**src/rtl/tr_pkg.sv**
```systemverilog
// Shared definitions for the tracking-mode step generator.
package tr_pkg;

  typedef enum logic [2:0] {
    ST_IDLE    = 3'd0,
    ST_TRACK   = 3'd1,
    ST_REVERSE = 3'd2,
    ST_HOLD    = 3'd3,
    ST_SETUP   = 3'd4
  } tr_state_t;

  // drv_dir polarity: positive means the carriage must move toward larger x
  localparam logic DIR_POS = 1'b1;
  localparam logic DIR_NEG = 1'b0;

endpackage

```
**src/rtl/tr_step_pulse.sv**
```systemverilog
// Step period counter: shapes the step pulse, flags the period wrap and
// slews the period n toward its target by at most ACC_STEP per step.
module tr_step_pulse #(
  parameter int WIDTH_WORK = 16,
  parameter int PULSE_W    = 8,
  parameter int ACC_STEP   = 16
) (
  input  logic                  clk,
  input  logic                  rst,
  input  logic                  run,
  input  logic                  load,
  input  logic [WIDTH_WORK-1:0] f1,
  input  logic [WIDTH_WORK-1:0] target,
  output logic [WIDTH_WORK-1:0] n,
  output logic                  step,
  output logic                  wrap
);

  localparam logic [WIDTH_WORK-1:0] ONE     = WIDTH_WORK'(1);
  localparam logic [WIDTH_WORK-1:0] PULSE_V = WIDTH_WORK'(PULSE_W);
  localparam logic [WIDTH_WORK-1:0] ACC_V   = WIDTH_WORK'(ACC_STEP);

  logic [WIDTH_WORK-1:0] p;
  logic [WIDTH_WORK-1:0] n_next;

  assign wrap = run && (p == n - ONE);
  assign step = run && (p < PULSE_V);

  // Next period: move toward target, limited to ACC_STEP per step
  always_comb begin
    n_next = target;
    if (target > n) begin
      if (target - n > ACC_V) n_next = n + ACC_V;
    end else if (n - target > ACC_V) begin
      n_next = n - ACC_V;
    end
  end

  // Period counter and period register; n only changes at a wrap so p never overruns it
  always_ff @(posedge clk) begin
    if (rst) begin
      p <= '0;
      n <= '0;
    end else if (load) begin
      p <= '0;
      n <= f1;
    end else if (run) begin
      if (wrap) begin
        p <= '0;
        n <= n_next;
      end else begin
        p <= p + ONE;
      end
    end
  end

endmodule

```
**src/rtl/tr_step_gen.sv**
```systemverilog
// Tracking-mode stepper controller: samples |x-x0|, maps it to a step period,
// and sequences the driver through deadzone hold and safe direction reversal.
//
// state   | meaning
// IDLE    | tracking disabled, driver off
// TRACK   | stepping toward x0 at ramped period n
// REVERSE | direction change requested: slow down to F1 in old direction
// HOLD    | inside deadzone, driver off until dx reaches DZ_EXIT
// SETUP   | direction settle time, no steps, then TRACK from F1
module tr_step_gen
  import tr_pkg::*;
#(
  parameter int WIDTH_IN   = 12,
  parameter int WIDTH_WORK = 16,
  parameter int DZ_ENTER   = 0,
  parameter int DZ_EXIT    = 50,
  parameter int L_SHIFT    = 4,
  parameter int PULSE_W    = 8,
  parameter int ACC_STEP   = 16,
  parameter int DIR_SETUP  = 64
) (
  input  logic                  clk,
  input  logic                  rst,
  input  logic                  data_valid,
  input  logic                  tr_mode_enable,
  input  logic [WIDTH_IN-1:0]   x0,
  input  logic [WIDTH_WORK-1:0] x,
  input  logic [WIDTH_WORK-1:0] dx1,
  input  logic [WIDTH_WORK-1:0] dx2,
  input  logic [WIDTH_WORK-1:0] F1,
  input  logic [WIDTH_WORK-1:0] F2,
  input  logic [WIDTH_WORK-1:0] k,
  output logic [WIDTH_WORK-1:0] n,
  output logic                  drv_step,
  output logic                  drv_dir,
  output logic                  drv_enable_SM,
  output logic [2:0]            state_o
);

  localparam int W  = WIDTH_WORK;
  localparam int CW = $clog2(DIR_SETUP + 1);
  localparam logic [W-1:0]  T_MIN_V    = W'(2 * PULSE_W);
  localparam logic [W-1:0]  DZ_ENTER_V = W'(DZ_ENTER);
  localparam logic [W-1:0]  DZ_EXIT_V  = W'(DZ_EXIT);
  localparam logic [CW-1:0] SETUP_LAST = CW'(DIR_SETUP - 1);

  logic [W-1:0]   x0_ext, dx_c, tgt_c;
  logic           dir_c;
  logic [2*W-1:0] prod, slope, span;

  logic [W-1:0] dx_r, tgt_r, f1_r;
  logic         dir_r;

  tr_state_t     state_q, state_d;
  logic          dir_q, dir_d, en_q, en_d, load;
  logic [CW-1:0] cnt_q, cnt_d;
  logic          run, step_raw, wrap, dz_in;
  logic [W-1:0]  pulse_tgt;

  assign x0_ext = {{(W-WIDTH_IN){1'b0}}, x0};
  assign dx_c   = (x >= x0_ext) ? (x - x0_ext) : (x0_ext - x);
  assign dir_c  = (x <= x0_ext) ? DIR_POS : DIR_NEG;
  assign prod   = {{W{1'b0}}, k} * {{W{1'b0}}, dx_c - dx1};
  assign slope  = prod >> L_SHIFT;
  assign span   = {{W{1'b0}}, F1 - F2};

  // Piecewise-linear period target, floored at F2 on the slope and at T_MIN overall
  always_comb begin
    tgt_c = F1;
    if (dx_c >= dx2) begin
      tgt_c = F2;
    end else if (dx_c >= dx1) begin
      tgt_c = (slope >= span) ? F2 : (F1 - slope[W-1:0]);
    end
    if (tgt_c < T_MIN_V) tgt_c = T_MIN_V;
  end

  // Sample registers: everything the FSM and ramp use is frozen between strobes
  always_ff @(posedge clk) begin
    if (rst) begin
      dx_r  <= '0;
      dir_r <= 1'b0;
      tgt_r <= '0;
      f1_r  <= '0;
    end else if (data_valid) begin
      dx_r  <= dx_c;
      dir_r <= dir_c;
      tgt_r <= tgt_c;
      f1_r  <= F1;
    end
  end

  assign run       = (state_q == ST_TRACK) || (state_q == ST_REVERSE);
  assign dz_in     = (dx_r <= DZ_ENTER_V);
  assign pulse_tgt = (state_q == ST_REVERSE) ? f1_r : tgt_r;

  tr_step_pulse #(
    .WIDTH_WORK (W),
    .PULSE_W    (PULSE_W),
    .ACC_STEP   (ACC_STEP)
  ) u_pulse (
    .clk    (clk),
    .rst    (rst),
    .run    (run),
    .load   (load),
    .f1     (f1_r),
    .target (pulse_tgt),
    .n      (n),
    .step   (step_raw),
    .wrap   (wrap)
  );

  // FSM state, direction, enable and settle counter registers
  always_ff @(posedge clk) begin
    if (rst) begin
      state_q <= ST_IDLE;
      dir_q   <= 1'b0;
      en_q    <= 1'b0;
      cnt_q   <= '0;
    end else begin
      state_q <= state_d;
      dir_q   <= dir_d;
      en_q    <= en_d;
      cnt_q   <= cnt_d;
    end
  end

  // Next-state logic; disable wins over everything, deadzone entry over reversal
  always_comb begin
    state_d = state_q;
    dir_d   = dir_q;
    en_d    = en_q;
    cnt_d   = cnt_q;
    load    = 1'b0;
    if (!tr_mode_enable) begin
      state_d = ST_IDLE;
      en_d    = 1'b0;
    end else begin
      case (state_q)
        ST_IDLE: begin
          if (dz_in) begin
            state_d = ST_HOLD;
            en_d    = 1'b0;
          end else begin
            state_d = ST_SETUP;
            dir_d   = dir_r;
            en_d    = 1'b1;
            cnt_d   = SETUP_LAST;
          end
        end
        ST_TRACK: begin
          if (dz_in) begin
            state_d = ST_HOLD;
            en_d    = 1'b0;
          end else if (dir_r != dir_q) begin
            state_d = ST_REVERSE;
          end
        end
        ST_REVERSE: begin
          if (dz_in) begin
            state_d = ST_HOLD;
            en_d    = 1'b0;
          end else if (wrap && (n == f1_r)) begin
            state_d = ST_SETUP;
            dir_d   = ~dir_q;
            cnt_d   = SETUP_LAST;
          end
        end
        ST_HOLD: begin
          if (dx_r >= DZ_EXIT_V) begin
            state_d = ST_SETUP;
            dir_d   = dir_r;
            en_d    = 1'b1;
            cnt_d   = SETUP_LAST;
          end
        end
        ST_SETUP: begin
          if (cnt_q == '0) begin
            state_d = ST_TRACK;
            load    = 1'b1;
          end else begin
            cnt_d = cnt_q - CW'(1);
          end
        end
        default: state_d = ST_IDLE;
      endcase
    end
  end

  // Disable gates the pins combinationally so a pulse in flight is cut at once
  assign drv_step      = step_raw & tr_mode_enable;
  assign drv_enable_SM = en_q & tr_mode_enable;
  assign drv_dir       = dir_q;
  assign state_o       = state_q;

endmodule

```
**config.mk**
```make
export PLATFORM = sky130hd
export DESIGN_NAME = tr_step_gen
export DESIGN_NICKNAME = d
export VERILOG_FILES = /design/src/rtl/tr_pkg.sv /design/src/rtl/tr_step_pulse.sv /design/src/rtl/tr_step_gen.sv
export SDC_FILE = /design/constraint.sdc
export NUM_CORES = 1
export LEC_CHECK = 0
export ABC_AREA = 1
export CAP_MARGIN = 20
export CORE_MARGIN = 2
export CORE_UTILIZATION = 45
export DETAILED_ROUTE_END_ITERATION = 12
export PLACE_DENSITY = 0.61
export SLEW_MARGIN = 15
export SYNTH_ARGS = -nofsm -noshare
export SYNTH_HDL_FRONTEND = slang
export SYNTH_SLANG_ARGS = --single-unit
```
**constraint.sdc**
```tcl
create_clock -name clk -period 23.3 [get_ports clk]
set_input_delay 4.66 -clock clk [delete_from_list [all_inputs] [get_ports clk]]
set_output_delay 4.66 -clock clk [all_outputs]
set_load 0.01 [all_outputs]
```
==> impl_metrics.json <==
{
  "postCtsResizedCells": 0,
  "yosys_warnings": 0,
  "seq_area_um2": 1860,
  "worstSetupPathType": "input port to flop",
  "synth_flop_cell": "dfxtp_1",
  "synth_area_per_cell_um2": 6.69,
  "synth_top_cell_area_share": 0.188,
  "netlist_top_cells_count": "nand2_1 (704), inv_1 (662), nor2_1 (289)",
  "design_area_um2": 23400,
  "port_buffers": 133,
  "synth_cells": 3177,
  "clock_latency_ns": 0.37,
  "clock_path_buffers": 2,
  "via_per_inst": 5.36,
  "worstMarginPinSlew_ns": 1.11,
  "cts_tree": "done",
  "seq_area_frac_synth": 0.0876,
  "area_growth_pct": 9.83,
  "critical-path-max-stage-delay_ns": 0.55,
  "routed-via-count": 20800,
  "grt_pass1_vias": 21100,
  "fp.dieH_um": 221,
  "reg2reg_slack_ns": 17.65,
  "detail_route.wl_per_cell_um": 17.7,
  "io_pins": 134,
  "cp.required_ns": 23.53,
  "grt_first_pass_wirelength_um": 110000,
  "synth_edf_count": 0,
  "die_x_um": 221,
  "hold_path.class": "flop to flop",
  "clkSinkCount": 93,
  "htree_levels": 3,
  "synth-simple-area-share": 0.266,
  "cp_common_cell": "nand2_1",
  "slew_headroom": 0.252,
  "synth.most_common_cell": "nand2_1",
  "ys_ff_latch": 93,
  "dieArea_um2": 49000,
  "fin_worst_skew_ns": 0.0146,
  "synth-compound-area-share": 0.119,
  "r2r_cells": 21,
  "drc": 0,
  "cap_violations": 0,
  "r2r_start": "state_o[0]",
  "cts_setup_buffers": 0,
  "gr-usage-all-layers": 0.278,
  "n_fill_cell": 4837,
  "critPathLaunchType": "input port",
  "muxShareOfSynthArea": 0.000471,
  "synth.cell_area_um2": 21300,
  "gp_congestion": 0.981,
  "cts_made_buffers": 9,
  "report.final.slew_viol_count": 0,
  "synthXorXnorAreaFrac": 0.0596,
  "antenna_found_initial": 0,
  "root_buffer": "clkbuf_16",
  "yosys-top-cells-area": "fa_1 (19%), ha_1 (14%), nand2_1 (12%)",
  "drive_gt1_frac": 0.0466,
  "dp_hpwl_um": 57700,
  "diodes": 0,
  "wl_um": 68400,
  "finalSetupTns_ns": 0,
  "synth_fa_ha_area_frac": 0.329,
  "start_util": 0.457,
  "multi_input_area_um2": 16500,
  "period_share": 0.735,
  "arrival_ns": 17.35,
  "cts_hold_buf": 0,
  "yosysTopAreaCell": "fa_1",
  "slowest_stage": "fa_1",
  "core_um2": 46600,
  "grt_max_degree": 67,
  "drt_pass1_iterations": 5,
  "placed_area_um2": 23100,
  "synth.distinct_cells": 70,
  "synth_top_family_by_area": "adder cells",
  "drt.antenna.violating_nets": 0,
  "rsz0062_at_grt": "no",
  "rows": 79,
  "finalSetupViolCount": 0,
  "num-nets-final": 3811,
  "status": "finished, final reports clean",
  "drt-initial-drc-count": 1459,
  "fmax_ghz": 0.0584,
  "gr-total-overflow": 0,
  "crit_start": "x0[0]",
  "worst_setup_path_end_kind": "flop",
  "hold_violations": 0,
  "reg2reg_to": "u_pulse.n[0]",
  "path_max_fanout": 21,
  "fin_crit_ns": 17.11,
  "ys_async_sr_fraction": 0,
  "synth_nets": 3729,
  "clk_pin_slew_worst_paths_ns": 0.07,
  "endpoint": "tgt_r[1]"
}
layer usage:
layer  vias up  share of wire  track usage
li1      10100              -            -
met1      9860           0.44        0.371
met2       717           0.46        0.467
met3       115          0.065       0.0398
met4         0          0.031       0.0827
met5         -              0            0
worst max-delay path: cells and delay by family:
kind | cells | cell delay [ns]
adder cells (fa/ha/maj) | 11 | 4.39
buffers and inverters | 9 | 1.65
AND/OR/NAND/NOR | 20 | 2.85
XOR/XNOR | 3 | 1.00
AO/OA/AOI/OAI | 14 | 2.78
flip-flops by register name (all words and copies together) (netlist names):
register	flops
cnt_q	7
f1_r	16
tgt_r	16
drv_dir	1
u_pulse.n	16
state_o	3
dir_r	1
en_q	1
u_pulse.p	16
dx_r	16
how the worst min path moves through the flow:
| stage | endpoint | startpoint | cells past startpoint | slack, ns |
|---|---|---|---|---|
| CTS | tgt_r[10] | tgt_r[10] | 2 | 0.47 |
| finish | tgt_r[10] | tgt_r[10] | 2 | 0.47 |
| global placement | cnt_q[0] | cnt_q[0] | 2 | 0.45 |
| global route | tgt_r[13] | tgt_r[13] | 2 | 0.48 |
| floorplan | en_q | en_q | 2 | 0.43 |
| detailed placement | tgt_r[10] | tgt_r[10] | 2 | 0.46 |
cell families after synthesis:
| logic type | Yosys count |
|---|---|
| flip-flops | 93 |
| adder cells (fa/ha/maj) | 440 |
| XOR/XNOR | 143 |
| AO/OA/AOI/OAI | 438 |
| multiplexers | 1 |
| buffers and inverters | 754 |
| AND/OR/NAND/NOR | 1308 |
cells in the final DEF, fill, tap and decap left out, types with 10 or more instances in the layout:
cell type and n:
nand2_1 704, inv_1 662, nor2_1 289, ha_1 240, fa_1 200, a21oi_1 186, clkdlybuf4s50_1 132, nand3_1 128
o21ai_0 124, xor2_1 104, dfxtp_1 93, or2_2 42, xnor2_1 37, nor3_1 31, nand4_1 28, nand2_2 21
nor4_1 15, o211ai_1 14, a211oi_1 12, o221ai_1 12, o21bai_1 10, inv_2 10, o21ai_1 10
final cells by class:
cell class | instances | area share
clock buffer | 10 | 0.0102
clock inverter | 6 | 0.00230
inverter | 684 | 0.111
multi-input combinational | 2330 | 0.705
sequential | 93 | 0.0797
tap | 607 | 0.0325
timing repair buffer | 141 | 0.0594
metrics by stage:
step,hold slack (ns),utilization,setup slack (ns),cells
final,0.469,0.502,6.19,3871
after global routing,0.478,0.502,4.87,3871
after CTS,0.469,0.502,6.23,3871
after detailed placement,0.458,0.495,5.86,3855
after global placement,0.453,0.495,5.98,3854
after floorplan,0.433,-,8.24,3177
Power is left out: the tool's default activity adds up to more than one toggle a clock period on the data nets, which glitch-free logic cannot reach.
